## config.mk

```make
export PLATFORM = sky130hd
export DESIGN_NAME = processor_controller
export DESIGN_NICKNAME = d
export VERILOG_FILES = /design/src/rtl/processor_pkg.sv /design/src/rtl/processor_pc.sv /design/src/rtl/processor_controller.sv
export SDC_FILE = /design/constraint.sdc
export NUM_CORES = 1
export LEC_CHECK = 0
export CAP_MARGIN = 5
export CORE_MARGIN = 3
export CORE_UTILIZATION = 38
export CTS_CLUSTER_SIZE = 12
export DETAILED_ROUTE_END_ITERATION = 16
export PLACE_DENSITY_LB_ADDON = 0.08
export SLEW_MARGIN = 30
export SYNTH_ARGS = -nofsm -noshare
export SYNTH_HDL_FRONTEND = slang
export SYNTH_SLANG_ARGS = --single-unit
```

## constraint.sdc

```tcl
create_clock -name Clk -period 1.9 [get_ports Clk]
set_input_delay 0.38 -clock Clk [delete_from_list [all_inputs] [get_ports Clk]]
set_output_delay 0.38 -clock Clk [all_outputs]
set_load 0.02 [all_outputs]
```

## src/rtl/processor_pkg.sv

```systemverilog
// Shared constants for the 16-bit processor control unit: opcodes, FSM state
// codes, ALU function codes and instruction field positions.
package processor_pkg;

  localparam logic [3:0] OP_NOOP  = 4'd0;
  localparam logic [3:0] OP_STORE = 4'd1;
  localparam logic [3:0] OP_LOAD  = 4'd2;
  localparam logic [3:0] OP_ADD   = 4'd3;
  localparam logic [3:0] OP_SUB   = 4'd4;
  localparam logic [3:0] OP_HALT  = 4'd5;
  localparam logic [3:0] OP_JMPZ  = 4'd6;

  typedef enum logic [3:0] {
    S_INIT   = 4'd0,
    S_FETCH  = 4'd1,
    S_DECODE = 4'd2,
    S_NOOP   = 4'd3,
    S_LOAD_A = 4'd4,
    S_LOAD_B = 4'd5,
    S_STORE  = 4'd6,
    S_ADD    = 4'd7,
    S_SUB    = 4'd8,
    S_HALT   = 4'd9,
    S_JMPZ   = 4'd10
  } state_t;

  localparam logic [2:0] ALU_PASS = 3'd0;
  localparam logic [2:0] ALU_ADD  = 3'd1;
  localparam logic [2:0] ALU_SUB  = 3'd2;

  // Instruction field bit positions
  localparam int OP_HI    = 15;
  localparam int OP_LO    = 12;
  localparam int RA_HI    = 11;
  localparam int RA_LO    = 8;
  localparam int RB_HI    = 7;
  localparam int RB_LO    = 4;
  localparam int WA_HI    = 3;
  localparam int WA_LO    = 0;
  localparam int LD_DA_HI = 11;
  localparam int LD_DA_LO = 4;
  localparam int ST_DA_HI = 7;
  localparam int ST_DA_LO = 0;

  function automatic logic [3:0] ir_opcode(input logic [15:0] ir);
    return ir[OP_HI:OP_LO];
  endfunction

endpackage

```

## src/rtl/processor_pc.sv

```systemverilog
// Program counter: synchronous reset, modulo-2^PC_W increment and direct load.
module processor_pc #(
  parameter int PC_W = 5
) (
  input  logic            Clk,
  input  logic            Reset,
  input  logic            inc,
  input  logic            load,
  input  logic [PC_W-1:0] load_val,
  output logic [PC_W-1:0] pc
);

  // Load wins over increment; the FSM never asserts both together.
  always_ff @(posedge Clk) begin
    if (Reset)     pc <= '0;
    else if (load) pc <= load_val;
    else if (inc)  pc <= pc + 1'b1;
  end

endmodule

```

## src/rtl/processor_controller.sv

```systemverilog
// Moore control unit: owns PC and IR, fetches/decodes and drives datapath strobes.
// Optional conditional jump enabled by defining PROCESSOR_CTRL_JMPZ_EN.
import processor_pkg::*;

module processor_controller #(
  parameter int PC_W = 5,
  parameter int IR_W = 16,
  parameter int DA_W = 8,
  parameter int RA_W = 4
) (
  input  logic            Clk,
  input  logic            Reset,
  input  logic [IR_W-1:0] IM_Data,
  input  logic            Rp_Zero,
  output logic [PC_W-1:0] PC_Out,
  output logic [IR_W-1:0] IR_Out,
  output logic [3:0]      StateO,
  output logic [DA_W-1:0] D_Addr,
  output logic            D_Wr,
  output logic            RF_s,
  output logic [RA_W-1:0] RF_W_Addr,
  output logic            RF_W_en,
  output logic [RA_W-1:0] RF_Ra_Addr,
  output logic [RA_W-1:0] RF_Rb_Addr,
  output logic [2:0]      ALU_s0,
  output logic            Halted
);

  state_t          state_q, state_d;
  logic [IR_W-1:0] ir_q;
  logic            pc_inc, pc_load;
  logic [3:0]      op;

  assign op     = ir_opcode(ir_q);
  assign IR_Out = ir_q;
  assign StateO = state_q;

  processor_pc #(.PC_W(PC_W)) u_pc (
    .Clk      (Clk),
    .Reset    (Reset),
    .inc      (pc_inc),
    .load     (pc_load),
    .load_val (ir_q[PC_W-1:0]),
    .pc       (PC_Out)
  );

  always_ff @(posedge Clk) begin
    if (Reset) begin
      state_q <= S_INIT;
      ir_q    <= '0;
    end else begin
      state_q <= state_d;
      if (state_q == S_FETCH) ir_q <= IM_Data;
    end
  end

`ifndef PROCESSOR_CTRL_JMPZ_EN
  logic unused_rp_zero;
  assign unused_rp_zero = Rp_Zero;
`endif

  always_comb begin
    state_d    = S_INIT;
    pc_inc     = 1'b0;
    pc_load    = 1'b0;
    D_Addr     = '0;
    D_Wr       = 1'b0;
    RF_s       = 1'b0;
    RF_W_Addr  = '0;
    RF_W_en    = 1'b0;
    RF_Ra_Addr = '0;
    RF_Rb_Addr = '0;
    ALU_s0     = ALU_PASS;
    Halted     = 1'b0;
    case (state_q)
      S_INIT:  state_d = S_FETCH;
      S_FETCH: begin
        pc_inc  = 1'b1;
        state_d = S_DECODE;
      end
      S_DECODE: begin
        case (op)
          OP_STORE: state_d = S_STORE;
          OP_LOAD:  state_d = S_LOAD_A;
          OP_ADD:   state_d = S_ADD;
          OP_SUB:   state_d = S_SUB;
          OP_HALT:  state_d = S_HALT;
`ifdef PROCESSOR_CTRL_JMPZ_EN
          OP_JMPZ:  state_d = S_JMPZ;
`endif
          default:  state_d = S_NOOP;
        endcase
      end
      S_NOOP: state_d = S_FETCH;
      // Data memory reads take a cycle, so the write-back lands in LOAD_B.
      S_LOAD_A, S_LOAD_B: begin
        D_Addr    = ir_q[LD_DA_HI:LD_DA_LO];
        RF_s      = 1'b1;
        RF_W_Addr = ir_q[WA_HI:WA_LO];
        RF_W_en   = (state_q == S_LOAD_B);
        state_d   = (state_q == S_LOAD_A) ? S_LOAD_B : S_FETCH;
      end
      S_STORE: begin
        RF_Ra_Addr = ir_q[RA_HI:RA_LO];
        D_Addr     = ir_q[ST_DA_HI:ST_DA_LO];
        D_Wr       = 1'b1;
        state_d    = S_FETCH;
      end
      S_ADD, S_SUB: begin
        RF_Ra_Addr = ir_q[RA_HI:RA_LO];
        RF_Rb_Addr = ir_q[RB_HI:RB_LO];
        RF_W_Addr  = ir_q[WA_HI:WA_LO];
        RF_W_en    = 1'b1;
        ALU_s0     = (state_q == S_ADD) ? ALU_ADD : ALU_SUB;
        state_d    = S_FETCH;
      end
      S_HALT: begin
        Halted  = 1'b1;
        state_d = S_HALT;
      end
`ifdef PROCESSOR_CTRL_JMPZ_EN
      S_JMPZ: begin
        RF_Ra_Addr = ir_q[RA_HI:RA_LO];
        pc_load    = Rp_Zero;
        state_d    = S_FETCH;
      end
`endif
      default: state_d = S_INIT;
    endcase
  end

endmodule

```

* Word level (Yosys, flattened, before mapping)
Index checks and enable logic that the tools add are counted.
** Word-level totals
- Logic and storage cells :: 38
- Bits in registers :: 25
- Output and inout bits :: 52
** Operators by class
- Eq/ne operators :: 14
- $add $sub $neg :: 1
- Multiplexer cells :: 14
- Reduce and logical (&&, ||, !) cells :: 6
** Operators by type and width (number)
- 4-bit one-hot mux with 5 select lines :: 2
- 4-bit by 3-bit == test with 1-bit output, second input constant :: 6
- 4-bit by 2-bit == test with 1-bit output, second input constant :: 4
- 8-bit one-hot mux with 2 select lines :: 1
- 4-bit 2-to-1 mux :: 3
- 4-bit by 1-bit == test with 1-bit output, second input constant :: 2
- 4-bit == test, second input constant :: 2
- 5-bit by 1-bit adder with 5-bit output, second input constant :: 1
- 5-bit OR reduction :: 1
- 4-bit zero test :: 1
- 1-bit 2-to-1 mux :: 4
- 2-bit 2-to-1 mux :: 2
- 2-bit OR reduction :: 2
- 4-bit OR reduction :: 1
- 3-bit 2-to-1 mux :: 1
- 3-bit OR reduction :: 1
- 1-bit one-hot mux with 2 select lines :: 1

* Depth between registers and ports, before layout
- Depth in word-level cells :: 3
- Gate-level depth with buffers :: 5
- Depth with buffers taken out :: 4

* Hierarchy
A second synthesis with hierarchy kept.
** Unflattened totals
- Cell total of the unflattened synthesis :: 167
- Area, all modules :: 1373.8 µm²
** By module, submodules not included
- processor_controller :: cells each 139, area an instance 1117.3 µm², times used 1
- processor_pc :: cells each 28, area an instance 256.5 µm², times used 1

* Worst setup path before layout
OpenSTA, ideal clock, no wires.
- Path type :: flip-flop to output port
- Start point :: register state_q[1] (netlist: StateO[1])
- End point :: output port D_Addr[0]
- Stages on the path, launching flop included :: 5
- Path buffers :: 1
- Required time :: 1.520 ns
- Arrival time :: 1.816 ns
- Setup slack :: -0.296 ns
- Path through :: dfxtp_1 > buf_2 > and2b_1 > nor3b_2 > a22o_1
** On the way
- Cells in the longest elaborated chain, start to end :: 3
- Elaborated cells on any way between the ends :: 5
- Classes of those cells :: 3 x eq/ne; 1 x mux; 1 x reduce/logical
** RTL lines
- start: declaration :: RTL line processor_controller.sv:29 : state_t state_q, state_d;
- start signal: assignment :: RTL line processor_controller.sv:52 : state_q <= state_d;
- 4-bit by 3-bit == test with 1-bit output :: RTL line processor_controller.sv:75 : case (state_q)
- 2-bit OR reduction :: RTL line processor_controller.sv:75
- 8-bit one-hot mux with 2 select lines * :: RTL line processor_controller.sv:75
- end: declaration :: RTL line processor_controller.sv:18 : output logic [DA_W-1:0] D_Addr,
Every way passes the cells marked *; elsewhere a longest branch is shown, timed or not.

* Worst setup path in the final report
- Start point :: register state_q[1] (netlist: StateO[1])
- End point :: output port D_Addr[2]
Same word-level chain as after synthesis.

==> out/summary.txt <==
====================================================================================
Outcome                                                                 finished, violations left
Violations in the final reports                                         setup timing
Post-synthesis to final-layout area growth                                    85.43%
Achievable frequency                                                       485.2 MHz
Final cell count without fillers                                                 291
Initial Utilization                                                           41.11%
Internal Pwr Total                                                         0.8910 mW
Clock network fraction of total power                                          18.4%
Wire length of the first global-routing pass                                 6789 um
Total placed cells including tap cells                                           281
Antenna violations before repair                                                   0
R2R Path Start                                                          StateO[0]$_SDFF_PP0_
Post-route worst setup slack                                              -0.1611 ns
Syn_area_per_cell                                                          7.952 um2
Antenna fix cells                                                                  0
Maximum number of pins on one net before global-route repair                      22
Height of the die                                                           64.41 um
DRC Markers                                                                        0
Unrepaired setup endpoints after global routing                                 true
Cell area after technology mapping                                          1296 um2
Vias after detailed routing                                                     1534
Synth Register Bits                                                               25
Setup slack, reg-to-reg                                                      0.18 ns
Layout cells sized above 1                                                    36.84%
Core region area                                                            3153 um2
Wire length per cell                                                        15.89 um
Kind of launch point of the worst setup path                               flip-flop
Endpoint, Worst Hold                                                    u_pc.pc[4]$_SDFFE_PP0N_
Pre-Repair DR Iteration Count                                                      4
Cells after synthesis                                                            163
Power Dens Cells                                                        568.9 nW/um2
Top delay family on crit path                                           buffers and inverters
Number of max-slew violations in the final report                                  0
Number of buffer cells added on primary ports                                     68
Number of buffers added by the clock tree synthesis step                           3
Period minus WS final                                                       2.061 ns
TritonCTS sink count                                                              25
Share of power burned in combinational logic                                   34.4%
Proportion of synthesized flip-flops having asynchronous set or reset             0%
Largest incremental delay on the critical path                               0.36 ns
Number of cell rows                                                               20
Total Die Area                                                              4148 um2
Data required time of the worst path                                         1.52 ns
Hold buffer count at CTS                                                           0
Most common cell on crit path                                           sky130_fd_sc_hd__buf_6
Top-Level Pins                                                                    71
Area share of the largest cell type after synthesis                           38.61%
Number of H-tree branching levels                                                  1
Peak ir drop on the vdd network                                            0.6678 mV
Clk pin slew, worst setup/hold paths                                         0.14 ns
Biggest area contributors in the synthesized netlist                    sky130_fd_sc_hd__dfxtp_1, sky130_fd_sc_hd__nand2_1, sky130_fd_sc_hd__a21oi_1, sky130_fd_sc_hd__a22o_1, sky130_fd_sc_hd__and2_1
Leakage                                                                     1.087 nW
Post-place instance area                                                    2191 um2
Worst hold start                                                        u_pc.pc[4]$_SDFFE_PP0N_
Sum of overflow across all layers after global routing                             0
Global placement routability congestion                                       0.8202
Post-DR vias/cell                                                              5.271
Synth warn                                                                         0
All-layer global routing usage                                                20.69%
Final hold violation count                                                         0
Final clock skew                                                         0.007759 ns
Setup TNS after final layout                                               -2.914 ns
Final setup violation count                                                       23
Biggest fanout along the worst timing path                                        12
Min-Delay Path Depth                                                               2
Biggest area consumer among synthesized cells                           sky130_fd_sc_hd__dfxtp_1
Type of the tightest min-delay check                                         reg2reg
Arrival time at the worst endpoint                                           1.68 ns
Finished Core Util                                                            76.23%
Count of buffer and inverter cells on the critical path                            3
Element type at the critical path end                                    output port
Max-Cap Viols                                                                      0
Post-synthesis net count                                                         183
Half-perimeter wire length of the detailed placement result                  3093 um
Leading register cell type out of synthesis                             sky130_fd_sc_hd__dfxtp_1
Chip Width                                                                  64.41 um
Number of nets in the layout                                                     268
Relative contribution of sequential cells to total power                       47.2%
Wirelength, routed                                                           4625 um
Crit share post-route                                                         108.5%
Deepest clock path buffer count                                                    2
Register-to-Register Path Depth                                                    6
Power dissipated by switching net loads                                    0.4764 mW
Via count of the first global-routing pass                                      1422
CTS tree                                                                         yes
Insertion delay of the later-clocked pin in the worst-skew pair              0.33 ns
Tot Pwr                                                                     1.367 mW
Switching power as a share of total power                                     34.84%
Worst-case hold slack                                                      0.4957 ns
Number of DRC violations after detailed-routing iteration 0                       51
Count of different cell masters after synthesis                                   35
Cell area after layout                                                      2404 um2
Count of flip-flops with a built-in enable after synthesis                         0
Endpoint of the most critical register-to-register path                 u_pc.pc[4]$_SDFFE_PP0N_
Type of the worst setup path                                                 reg2out
Slowest-stage cell, CP                                                  sky130_fd_sc_hd__dfxtp_2
Critical-path cell list                                                 buf_8, and2b_1, nor3b_4, buf_6, a22o_4, buf_6
Root Buffer                                                             sky130_fd_sc_hd__clkbuf_4
Post-Place Worst Slack                                                    -0.3890 ns
Post-DRT Antenna Nets                                                              0
Sequential fraction of the synthesis area                                     38.61%
====================================================================================
flip-flops by register name, indices dropped and copies added, names as in the netlist:
signal   cells
IR_Out      16
u_pc.pc      5
StateO       4
worst max-delay path by stage:
stage	startpoint	to	slack, ns	cells after the start
3_3_place_gp	StateO[1]$_SDFF_PP0_	RF_Ra_Addr[1]	-0.34	4
2_1_floorplan	StateO[2]$_SDFF_PP0_	D_Addr[0]	-0.11	4
4_1_cts	StateO[0]$_SDFF_PP0_	D_Addr[3]	-0.15	6
3_5_place_dp	StateO[1]$_SDFF_PP0_	RF_Rb_Addr[0]	-0.39	4
5_1_grt	StateO[0]$_SDFF_PP0_	D_Addr[4]	-0.22	6
6_report	StateO[1]$_SDFF_PP0_	D_Addr[2]	-0.16	6
layout by cell type (no fill, tap or decap), types with 4 or more instances in the layout:
master                            Yosys  routed
sky130_fd_sc_hd__o21ai_0              6       5
sky130_fd_sc_hd__clkdlybuf4s50_1      0      37
sky130_fd_sc_hd__nor2_1               5       5
sky130_fd_sc_hd__buf_6                0      27
sky130_fd_sc_hd__and2_4               0       8
sky130_fd_sc_hd__dfxtp_1             25      19
sky130_fd_sc_hd__dlymetal6s2s_1       0       5
sky130_fd_sc_hd__a21oi_1             23      23
sky130_fd_sc_hd__nand2_1             37      34
sky130_fd_sc_hd__or3_1                4       4
sky130_fd_sc_hd__a22o_4               0       8
sky130_fd_sc_hd__buf_4                3      18
sky130_fd_sc_hd__dfxtp_2              0       5
area by class of cell:
cell class	count	area [um2]
Clock buffer	3	22.52
Clock inverter	1	7.507
Fill cell	245	749.5
Inverter	3	11.26
Multi-Input combinational cell	125	887.1
Sequential cell	25	510.5
Tap cell	44	55.05
Timing Repair Buffer	90	909.6
power by group through the flow:
stage          Sequential, mW  Combinational (mW)  Clock, mW
2_1_floorplan           0.695               0.183          0
3_3_place_gp            0.645               0.425          0
3_5_place_dp            0.650               0.436          0
4_1_cts                 0.642               0.454      0.254
5_1_grt                 0.655               0.505      0.283
6_report                0.645               0.471      0.252
cell families after synthesis:
group                    after synthesis  synth area share, %
AO/OA/AOI/OAI                         39                17.86
XOR/XNOR                               2                1.352
adder cells (fa/ha/maj)                1               0.9651
buffers and inverters                 13                4.922
flip-flops                            25                38.61
other                                  1               0.2893
AND/OR/NAND/NOR                       82                36.00
worst register-to-register path: cells and delay by family, from the launching register on:
| kind | cells | cell delay [ns] |
|---|---|---|
| compound gates | 1 | 0.13 |
| buf+inv | 3 | 0.29 |
| flops | 1 | 0.38 |
| simple gates | 2 | 0.86 |
timing repair:
| item | 4_1_cts | 5_1_grt |
|---|---|---|
| buffers inserted | 5 | 3 |
| setup endpoints to repair | 27 | 33 |
| gates resized for setup | 161 | 28 |
| pin swaps | 2 | 6 |
Yosys cell counts, types with 3 or more instances:
cell type,count
sky130_fd_sc_hd__a21oi_1,23
sky130_fd_sc_hd__a22o_1,8
sky130_fd_sc_hd__and2_1,8
sky130_fd_sc_hd__and3_1,4
sky130_fd_sc_hd__buf_2,3
sky130_fd_sc_hd__buf_4,3
sky130_fd_sc_hd__clkbuf_1,4
sky130_fd_sc_hd__dfxtp_1,25
sky130_fd_sc_hd__inv_1,3
sky130_fd_sc_hd__nand2_1,37
sky130_fd_sc_hd__nand2b_1,4
sky130_fd_sc_hd__nand3_1,3
sky130_fd_sc_hd__nor2_1,5
sky130_fd_sc_hd__o21ai_0,6
sky130_fd_sc_hd__or3_1,4
metal layers:
layer | up-vias | share of wire (%) | track usage [%]
met5 | - | 0 | 0
met4 | 0 | 1.9 | 3.958
met3 | 8 | 6.6 | 5.448
met2 | 62 | 51 | 39.30
met1 | 733 | 40 | 22.89
li1 | 731 | - | -
Power figures use the tool's default switching activity.
